==> config.mk <==
export PLATFORM = sky130hd
export DESIGN_NAME = hex_uart_tx
export DESIGN_NICKNAME = d
export VERILOG_FILES = /design/src/rtl/hex_uart_tx.sv
export SDC_FILE = /design/constraint.sdc
export NUM_CORES = 1
export LEC_CHECK = 0
export BUFFER_PORTS_ARGS = -buffer_cell sky130_fd_sc_hd__buf_4
export CAP_MARGIN = 20
export CORE_ASPECT_RATIO = 0.8
export CORE_MARGIN = 2
export CORE_UTILIZATION = 61
export DETAILED_ROUTE_END_ITERATION = 8
export GPL_TIMING_DRIVEN = 0
export PLACE_DENSITY = 0.79
export SYNTH_ARGS = -nofsm -noshare
export SYNTH_HDL_FRONTEND = slang
export SYNTH_SLANG_ARGS = --single-unit
==> constraint.sdc <==
create_clock -name clk -period 3 [get_ports clk]
set_clock_uncertainty 0.1 [all_clocks]
set_input_delay 0.3 -clock clk [delete_from_list [all_inputs] [get_ports clk]]
set_output_delay 0.3 -clock clk [all_outputs]
set_load 0.005 [all_outputs]
==> src/rtl/hex_uart_tx.sv <==
`default_nettype none
// ---------------------------------------------------------------------------
// hex_uart_tx : buffers 16-bit bus words and prints each as "HHHH\r\n" on 8N1 UART
// Revision 1.0
// ---------------------------------------------------------------------------
module hex_uart_tx #(
  parameter int CLK_HZ     = 16000000,
  parameter int BAUD       = 115200,
  parameter int FIFO_DEPTH = 4
) (
  input  logic        clk,
  input  logic        rst,
  input  logic [15:0] in,
  input  logic        in_en,
  output logic        full,
  output logic        busy,
  output logic        drop,
  output logic        tx
);

  localparam int CLKS_PER_BIT = CLK_HZ / BAUD;
  localparam int CW           = (CLKS_PER_BIT > 1) ? $clog2(CLKS_PER_BIT) : 1;
  localparam int PW           = $clog2(FIFO_DEPTH);
  localparam logic [CW-1:0] BIT_LAST = CW'(CLKS_PER_BIT - 1);

  typedef enum logic [2:0] {
    S_IDLE  = 3'd0,
    S_LOAD  = 3'd1,
    S_START = 3'd2,
    S_DATA  = 3'd3,
    S_STOP  = 3'd4
  } state_t;

  state_t        state_q, state_d;
  logic [15:0]   mem_q [FIFO_DEPTH];
  logic [PW-1:0] wr_ptr_q, wr_ptr_d, rd_ptr_q, rd_ptr_d;
  logic [PW:0]   count_q, count_d;
  logic          drop_q, drop_d;
  logic          tx_q, tx_d;
  logic [15:0]   hold_q, hold_d;
  logic [7:0]    shift_q, shift_d;
  logic [2:0]    char_idx_q, char_idx_d;
  logic [2:0]    bit_idx_q, bit_idx_d;
  logic [CW-1:0] baud_q, baud_d;

  logic       push, pop, bit_end;
  logic [3:0] nib;
  logic [7:0] char_byte;

  assign full = (count_q == (PW+1)'(FIFO_DEPTH));
  assign busy = (state_q != S_IDLE) || (count_q != '0);
  assign drop = drop_q;
  assign tx   = tx_q;

  // full is sampled before any same-cycle pop, so a push while full always loses
  assign push    = in_en && !full;
  assign pop     = (state_q == S_IDLE) && (count_q != '0);
  assign bit_end = (baud_q == BIT_LAST);

  always_comb begin
    nib = 4'h0;
    case (char_idx_q)
      3'd0:    nib = hold_q[15:12];
      3'd1:    nib = hold_q[11:8];
      3'd2:    nib = hold_q[7:4];
      3'd3:    nib = hold_q[3:0];
      default: nib = 4'h0;
    endcase
    if (char_idx_q == 3'd4)      char_byte = 8'h0D;
    else if (char_idx_q > 3'd4)  char_byte = 8'h0A;
    else if (nib < 4'd10)        char_byte = 8'h30 + {4'h0, nib};
    else                         char_byte = 8'h37 + {4'h0, nib};
  end

  always_comb begin
    state_d    = state_q;
    wr_ptr_d   = wr_ptr_q;
    rd_ptr_d   = rd_ptr_q;
    count_d    = count_q;
    drop_d     = drop_q | (in_en & full);
    hold_d     = hold_q;
    shift_d    = shift_q;
    char_idx_d = char_idx_q;
    bit_idx_d  = bit_idx_q;
    baud_d     = baud_q;
    tx_d       = 1'b1;

    if (push) wr_ptr_d = wr_ptr_q + PW'(1);
    if (pop)  rd_ptr_d = rd_ptr_q + PW'(1);
    if (push && !pop)      count_d = count_q + (PW+1)'(1);
    else if (!push && pop) count_d = count_q - (PW+1)'(1);

    case (state_q)
      S_IDLE: begin
        if (pop) begin
          hold_d     = mem_q[rd_ptr_q];
          char_idx_d = 3'd0;
          state_d    = S_LOAD;
        end
      end
      S_LOAD: begin
        shift_d = char_byte;
        baud_d  = '0;
        state_d = S_START;
      end
      S_START: begin
        tx_d = 1'b0;
        if (bit_end) begin
          baud_d    = '0;
          bit_idx_d = 3'd0;
          state_d   = S_DATA;
        end else begin
          baud_d = baud_q + CW'(1);
        end
      end
      S_DATA: begin
        tx_d = shift_q[0];
        if (bit_end) begin
          baud_d  = '0;
          shift_d = {1'b0, shift_q[7:1]};
          if (bit_idx_q == 3'd7) state_d = S_STOP;
          else                   bit_idx_d = bit_idx_q + 3'd1;
        end else begin
          baud_d = baud_q + CW'(1);
        end
      end
      S_STOP: begin
        if (bit_end) begin
          baud_d = '0;
          if (char_idx_q < 3'd5) begin
            char_idx_d = char_idx_q + 3'd1;
            state_d    = S_LOAD;
          end else begin
            state_d = S_IDLE;
          end
        end else begin
          baud_d = baud_q + CW'(1);
        end
      end
      default: state_d = S_IDLE;
    endcase
  end

  always_ff @(posedge clk) begin
    if (push) mem_q[wr_ptr_q] <= in;
  end

  // tx is registered so the line is glitch-free; it lags the state by one cycle
  always_ff @(posedge clk or negedge rst) begin
    if (!rst) begin
      state_q    <= S_IDLE;
      wr_ptr_q   <= '0;
      rd_ptr_q   <= '0;
      count_q    <= '0;
      drop_q     <= 1'b0;
      tx_q       <= 1'b1;
      hold_q     <= '0;
      shift_q    <= '0;
      char_idx_q <= '0;
      bit_idx_q  <= '0;
      baud_q     <= '0;
    end else begin
      state_q    <= state_d;
      wr_ptr_q   <= wr_ptr_d;
      rd_ptr_q   <= rd_ptr_d;
      count_q    <= count_d;
      drop_q     <= drop_d;
      tx_q       <= tx_d;
      hold_q     <= hold_d;
      shift_q    <= shift_d;
      char_idx_q <= char_idx_d;
      bit_idx_q  <= bit_idx_d;
      baud_q     <= baud_d;
    end
  end

endmodule
`default_nettype wire

== Yosys cells after proc, flatten, opt, wreduce, memory -nomap -nowiden ==
Memory sizes are Yosys's and may differ from the RTL's. A register that Yosys moved wholly into a read port is not among the register bits.
Cells that the tools add are included.
Widths: inputs -> output; s select.
Word-level totals
  register bits: 34
  memories: 1
  input bits: 19
  bits in writable memories: 64
Cells by class
  bitwise logic cells: 2
  reductions and logical operators: 24
  $add $sub $neg: 9
  order comparisons: 3
  eq/ne operators: 18
  mux-type cells: 28
Memory list
  mem_q: depth 4, bits a word 16, read ports 1, clocked after memory_dff 1, wr ports 1, line 35  | logic [15:0] mem_q [FIFO_DEPTH];
Operators with widths (number)
  $mux 3: 13
  $pmux 8 s2: 2
  $mux 7: 3
  $mux 8: 2
  $pmux 4 s4: 1
  $pmux 3 s5: 1
  $add 6x4->7 const A: 2
  $ne 2x2->1 const B: 7
  $eq 3x2->1 const B: 4
  $eq 3x3->1 const B: 4
  $pmux 3 s2: 2
  $reduce_bool 2->1: 5
  $add 3x1->3 const B: 3
  $add 8x1->8 const B: 1
  $eq 8x8->1 const B: 1
  $reduce_and 4->1: 2
  $eq 3x1->1 const B: 2
  $logic_not 3->1: 2
  $reduce_bool 3->1: 2
  $reduce_and 5->1: 1
  $add 2x1->2 const B: 2
  $logic_and 1x1->1: 4
  $logic_not 1->1: 4
  $lt 4x4->1 const B: 1
  other kinds (10): 13

== Longest topological paths before layout ==
Gate-level depths: netlist of run 1.
  depth in word-level cells: 7
  depth in mapped cells: 12
  mapped depth without buffers: 9

== Worst setup path before layout of run 1 ==
OpenSTA, ideal clock, no wires.
  path type: register -> register
  start: register state_q[2]
  end: register count_q[1]
  cell stages (with the launch flop): 11
  path buffers: 3
  path slack: 660 ps
  clock period less this slack: 2340 ps
  arrival time: 2115 ps
  path through: dfrtp_1 -> buf_6 -> nor3_1 -> nor2b_1 -> buf_2 -> buf_4 -> inv_1 -> ha_1 -> inv_1 -> fa_1 -> mux2_2
On the way
  cells in the longest elaborated chain, start to end: 5
RTL lines
  start, declared: line 34  | state_t state_q, state_d;
  start signal, assigned: line 163  | state_q <= state_d;
  $logic_not 3->1: line 57  | assign pop = (state_q == S_IDLE) && (count_q != '0);
  $logic_and 1x1->1: line 57
  $logic_not 1->1: line 90  | if (push && !pop) count_d = count_q + (PW+1)'(1);
  $logic_and 1x1->1: line 90
  $mux 3: line 90
  via count_d[1]: line 37  | logic [PW:0] count_q, count_d;
  end signal, assigned: line 166  | count_q <= count_d;
  end, declared: line 37
The timed path passes the listed nets, and every way through them passes these cells.
A chain may end at the register's enable or synchronous reset.

== Final worst setup path of run 1 ==
  start: register state_q[0]
  end: register count_q[1]
The elaborated chain is that of the path after synthesis.

==> results.md, run 1 <==
* Core Box Area at 7950 um2
* Top-area cell type share of the netlist area at 38.3%
* Post-synth net total at 375
* YS warnings at 0
* CTS Sinks at 113
* Power density cells at 870 nW/um2
* Vias per inst at 5.99
* Highest-delay cell along the critical path: dfrtp_1
* Grt ovf at 0
* Max FO, Critical Path at 10
* Mapped cell area at 5020 um2
* Share of cells above drive strength 1 at 26.2%
* Placed Area at 5320 um2
* Setup slack, reg-to-reg at 0.35 ns
* Vias in the first global route at 3,209
* Largest family of logic cells by synthesized area: multiplexers
* Setup crit end kind: register
* Hold Vio Cnt, Final at 0
* Mapped Cells at 340
* Avg WL per Cell at 19.2 um
* First-pass detailed-route iteration total at 4
* Seq cells post-synth at 113
* CTS buffer count at 17
* Cell variety after synth at 58
* Die X at 105 um
* Final HPWL from detailed placement at 6000 um
* Syn-to-layout area delta at 20.9%
* Crit-path cells: nor3_1 > nor2b_1 > buf_2 > buf_4 > inv_1 > ha_1 > inv_1 > fa_1 > mux2_2
* Crit Path Category: register to register
* RSZ-0062 raised after global routing: no
* FMAX at 377 MHz
* # DRC at 0
* Compound-gate portion of the synthesized area at 8.70%
* Clock Tree Buf Depth at 2
* Post-synth top cells: edfxtp_1, dfrtp_1, nand2_1
* Initial Util at 63.2%
* Final period util at 88.5%
* Ports at 23
* Routed Antenna Nets at 0
* Worst path max stage delay at 0.46 ns
* R2R Path Start: state_q[0]$_DFFE_PN0P_
* XOR/XNOR Fraction of Synth Area at 1.22%
* Synth Flop Type: edfxtp_1
* CTS clock-pin slew for the worst setup and hold paths at 0.05 ns
* Setup bufs post-CTS at 0
* Arr. time, crit path at 2.96 ns
* Max_cap viols at 0
* Most used cell, CP: inv_1
* Adder-Cell Fraction of Synth Area at 4.14%
* GR Util met2 at 39.2%
* CTS root buf: clkbuf_8
* GRT Util Overall at 24.4%
* Synth area leaders: edfxtp_1, dfrtp_1, mux4_2
* CP Data Required Time at 3.31 ns
* Most frequent cell after synthesis: edfxtp_1
* Post-layout nets at 434
* Min setup slack post-route at 0.346 ns
* Hold Crit Class: input port to async pin
* Routing usage on met1 at 30.9%
* First-pass GRT wire length at 16,100 um
* Multiplexer share of the synthesized area at 12.0%
* Die area at 8980 um2
* Clk_lat worst skew at 0.53 ns
* Peak supply drop at 649 uV
* Syn Area/Cell at 14.8 um2
* Crit path launch type: register
* Post-synthesis async set-or-reset flop share at 43.4%
* Slew headroom at 39.1%
* Worst R2R End: count_q[1]$_DFFE_PN0P_
* Total Wirelength at 9960 um
* Initial antenna violation count at 0
* Design Area, Final at 6070 um2
* Starting DRC count in detailed routing at 208
* Setup TNS at 0 ns
* RePlAce Congestion at 0.795
* Outcome: finished clean
* Leakage power at 2.36 nW
* DR vias at 3,115
* Max Slew Vio Count at 0
* CTS resizes at 0
* Fin crit period at 2.65 ns
* Global-route met3 utilization at 7.22%
* Tot Pwr at 0.00528 W
* Worst-Margin Slew at 0.913 ns
* Synth Area in Simple Gates at 8.72%
* FF-to-FF path depth at 9
* Die height at 85.1 um
* Post-synth EDFFs at 64
* Final setup violation count at 0
* Largest net degree at the start of global routing at 50
* Std-Cell Rows at 29
* Port-buffer cells at 22
* Post-place setup slack at 0.382 ns
* Most Crowded Layer GR: met2
* Area leader, netlist: edfxtp_1
* ANT cells at 0
* CTS tree: yes
* H-tree depth at 4
* Seq/Total Area, Yosys at 62.7%
-- layout by cell type, fill, tap and decap left out, drive strengths merged, types with 2 or more instances in the layout --
master        n
edfxtp       64
dfrtp        48
buf          31
nand2        27
clkbuf       25
mux2         19
dlygate4sd3  18
o21ai        18
nor2         17
mux4         16
ha           15
inv          11
a21oi        10
nand3         7
clkinv        7
nor2b         6
and2          6
a22oi         5
nand2b        5
o211ai        4
nor3          4
xor2          4
o31ai         4
nand3b        3
xnor2         3
bufinv        3
a222oi        2
mux2i         2
o22ai         2
and3          2
nor3b         2
o21bai        2
-- power by group --
group	leakage [nW]	total (W)	switching (W)	internal, W
Combinational	0.899	0.00111	0.000574	0.000541
Clock	0.279	0.00194	0.000681	0.00126
Sequential	1.18	0.00223	0.000206	0.00202
-- worst max-delay path, delay by kind of cell (launching register included) --
family,cells,cell delay (ns)
simple gates,2,0.44
flops,1,0.46
fa+ha+maj,2,0.62
mux,1,0.28
buf+inv,4,0.64
-- state kept, by name (all words and copies together) (netlist names) --
signal      cells
char_idx_q      3
rd_ptr_q        2
bit_idx_q       3
drop            1
baud_q          8
state_q         3
hold_q         16
mem_q          64
wr_ptr_q        2
shift_q         7
tx              1
count_q         3
-- worst max-delay path by stage --
| stage | startpoint | to |
|---|---|---|
| 3_5_place_dp | count_q[0]$_DFFE_PN0P_ | count_q[2]$_DFFE_PN0P_ |
| 4_1_cts | count_q[0]$_DFFE_PN0P_ | count_q[2]$_DFFE_PN0P_ |
| 5_1_grt | count_q[0]$_DFFE_PN0P_ | count_q[2]$_DFFE_PN0P_ |
| 3_3_place_gp | state_q[0]$_DFFE_PN0P_ | count_q[1]$_DFFE_PN0P_ |
| 6_report | state_q[0]$_DFFE_PN0P_ | count_q[1]$_DFFE_PN0P_ |
| 2_1_floorplan | state_q[2]$_DFFE_PN0P_ | count_q[1]$_DFFE_PN0P_ |
-- cell families after synthesis --
logic type                 Yosys count
DFF                                113
and+or+nand+nor                     84
AOI/OAI and AO/OA                   59
muxes                               37
buffers and inverters               24
adders and majority gates           16
xor gates and xnor gates             7
-- final cells by class --
cell class,instances,area [um2]
tap,108,135
multi-input combinational,203,1750
inverter,11,41.3
sequential,113,3150
buffer,13,83.8
fill,473,1880
timing repair buffer,40,345
clock inverter,11,140
clock buffer,21,429
-- timing repair --
action,in CTS,in global routing
hold buffers,18,0
endpoints found under the hold margin,113,0
setup endpoints to repair,0,0
-- per-layer routing --
metal | up-vias | share of wire, %
met2 | 92 | 49
met5 | - | 0
met1 | 1591 | 43
met4 | 0 | 2.3
li1 | 1408 | -
met3 | 24 | 5.4
-- through the flow --
step | utilization, % | hold slack, ns | instances
final | 76.4 | 0.223 | 520
after global placement | 67.0 | 0.259 | 470
after floorplan | - | -0.0956 | 340
after global routing | 76.4 | 0.280 | 520
after detailed placement | 67.0 | 0.264 | 470
after CTS | 76.4 | 0.248 | 520
Note: power is estimated with default switching activity, not from simulation.
==> run 2, diff against run 1 <==
- MAX_ROUTING_LAYER: unset -> met4
==> run 2 against run 1 <==
Effect of this change: sequential share of layout area unchanged; power about the same; clock power about the same; combinational power is essentially flat; largest power group unchanged; die area unchanged.
==> results.md, run 2 (synthesis results as in run 1) <==
* Outcome: finished clean
* Starting DRC count in detailed routing at 232 (+12%)
* DR vias at 3,087 (-0.90%)
* Fin cells at 520 (unchanged)
* Max FFs per register at 64 (unchanged)
* Routed Antenna Nets at 0 (unchanged)
* CTS root buf: clkbuf_8
* Die area at 8980 um2 (unchanged)
* RSZ-0062 raised after global routing: no
* Core Box Area at 7950 um2 (unchanged)
* Share of cells above drive strength 1 at 26.2% (unchanged)
* Design Area, Final at 6070 um2 (unchanged)
* Port-buffer cells at 22 (unchanged)
* Initial antenna violation count at 0 (unchanged)
* # fillers at 473 (unchanged)
* H-tree depth at 4 (unchanged)
* Std-Cell Rows at 29 (unchanged)
* Start point of the critical path: count_q[0]$_DFFE_PN0P_
* R2R Path Start: count_q[0]$_DFFE_PN0P_
* Worst path bufs/invs at 4 (unchanged)
* Worst-Margin Slew at 0.898 ns (-0.0156 ns)
* Final setup violation count at 0 (unchanged)
* Placed Area at 5320 um2 (unchanged)
* Top reg by flops: mem_q
* Grt ovf at 0 (unchanged)
* Number of hold buffers added after cts at 18 (unchanged)
* Die height at 85.1 um (unchanged)
* Setup slack, reg-to-reg at 0.34 ns (about the same)
* Worst R2R End: count_q[2]$_DFFE_PN0P_
* Setup bufs post-CTS at 0 (unchanged)
* Largest registers: mem_q: 64 flops, hold_q: 16 flops, baud_q: 8 flops
* FF-to-FF path depth at 11 (+2)
* Vias per inst at 5.94 (-0.90%)
* Worst path max stage delay at 0.43 ns (-0.03 ns)
* Ports at 23 (unchanged)
* FMAX at 375 MHz (-0.38%)
* Arr. time, crit path at 3.02 ns (+0.06 ns)
* Setup TNS at 0 ns (unchanged)
* Final HPWL from detailed placement at 6000 um (unchanged)
* Hold Vio Cnt, Final at 0 (unchanged)
* Final period util at 88.8% (+0.34 points)
* Vias in the first global route at 3,206 (-0.093%)
* Power density cells at 871 nW/um2 (about the same)
* CTS tree: yes
* GRT Util Overall at 25.2% (+0.75 points)
* Post-layout nets at 434 (unchanged)
* Fin crit period at 2.66 ns (+0.0101 ns)
* Cells after DPL at 470 (unchanged)
* CTS resizes at 0 (unchanged)
* Cell count along the critical path at 11 (+2)
* Crit-path cells: nor3_1 > nor2b_1 > buf_2 > buf_4 > inv_1 > ha_1 > inv_1 > fa_1 > xor2_1 > nor2_1 > xor2_1
* First-pass GRT wire length at 16,100 um (about the same)
* ANT cells at 0 (unchanged)
* Die X at 105 um (unchanged)
* Clock Tree Buf Depth at 2 (unchanged)
* Crit path launch type: register
* RePlAce Congestion at 0.806 (+1.4%)
* Avg WL per Cell at 19.0 um (-0.71%)
* Largest net degree at the start of global routing at 50 (unchanged)
* Max Slew Vio Count at 0 (unchanged)
* Commonest non-fill, non-tap cell in the layout: edfxtp_1
* CTS buffer count at 17 (unchanged)
* Peak supply drop at 652 uV (+0.56%)
* First-pass detailed-route iteration total at 4 (unchanged)
* Highest-delay cell along the critical path: dfrtp_1
* Crit path max-delay family: simple AND/OR/NAND/NOR gates
* CTS Sinks at 113 (unchanged)
* CTS clock-pin slew for the worst setup and hold paths at 0.06 ns (about the same)
* Syn-to-layout area delta at 20.9% (unchanged)
* Most frequent cells in the layout: edfxtp_1, dfrtp_1, nand2_1, buf_4, dlygate4sd3_1
* CP Data Required Time at 3.35 ns (+0.04 ns)
* Clk_lat worst skew at 0.53 ns (about the same)
* Setup crit end kind: register
* Max FO, Critical Path at 10 (unchanged)
* # DRC at 0 (unchanged)
* Slew headroom at 40.2% (+1.0 points)
* Initial Util at 63.2% (unchanged)
* Max_cap viols at 0 (unchanged)
* Crit Path Category: register to register
* Hold Crit Class: input port to async pin
* Leakage power at 2.36 nW (unchanged)
* Total Wirelength at 9890 um (-0.71%)
[run 2: cell counts in the layout (fill, tap and decap cells not counted)]
Identical to the previous run, type by type.
[run 2: power breakdown]
group	internal, W	switching [W]	total [W]
clock network	0.00126	0.000685	0.00194
registers	0.00202	0.000203	0.00223
logic	0.000541	0.000575	0.00112
total	0.00382	0.00146	0.00529
[run 2: final cells by class]
cell class	instances	area [um2]	area share (%)
sequential	113	3150	51.9
multi-input combinational	203	1750	28.8
clock buffer	21	429	7.07
timing repair buffer	40	345	5.69
clock inverter	11	140	2.31
tap	108	135	2.23
buffer	13	83.8	1.38
inverter	11	41.3	0.680
[run 2: metrics by stage]
stage	total power, W	setup WS [ns]	utilization (%)	hold slack, ns
4_1_cts	0.00531	0.336	76.4	0.248
6_report	0.00529	0.335	76.4	0.233
2_1_floorplan	0.00300	0.660	-	-0.0956
3_5_place_dp	0.00334	0.382	67.0	0.264
3_3_place_gp	0.00326	0.422	67.0	0.259
5_1_grt	0.00552	0.206	76.4	0.280
[run 2: how the worst max path moves through the flow]
stage / end / slack (ns)
final: count_q[2]$_DFFE_PN0P_ / 0.34
after global routing: count_q[2]$_DFFE_PN0P_ / 0.21
after CTS: count_q[2]$_DFFE_PN0P_ / 0.34
after detailed placement: count_q[2]$_DFFE_PN0P_ / 0.38
after global placement: count_q[1]$_DFFE_PN0P_ / 0.42
after floorplan: count_q[1]$_DFFE_PN0P_ / 0.66
[run 2: worst register-to-register path, stage by stage, from the launching register on]
cell and delay (ns):
dfrtp_1 0.43, nor3_1 0.41, nor2b_1 0.10, buf_2 0.22, buf_4 0.21, inv_1 0.07
ha_1 0.18, inv_1 0.06, fa_1 0.37, xor2_1 0.17, nor2_1 0.12, xor2_1 0.15
[run 2: layer usage]
layer,share of wire (%),vias up,GRT usage (%),routed length [um]
li1,-,1412,-,-
met1,43,1574,30.9,4280
met2,50,78,39.2,4900
met3,5.0,23,7.68,491
met4,2.3,0,10.8,224
met5,0,-,-,0
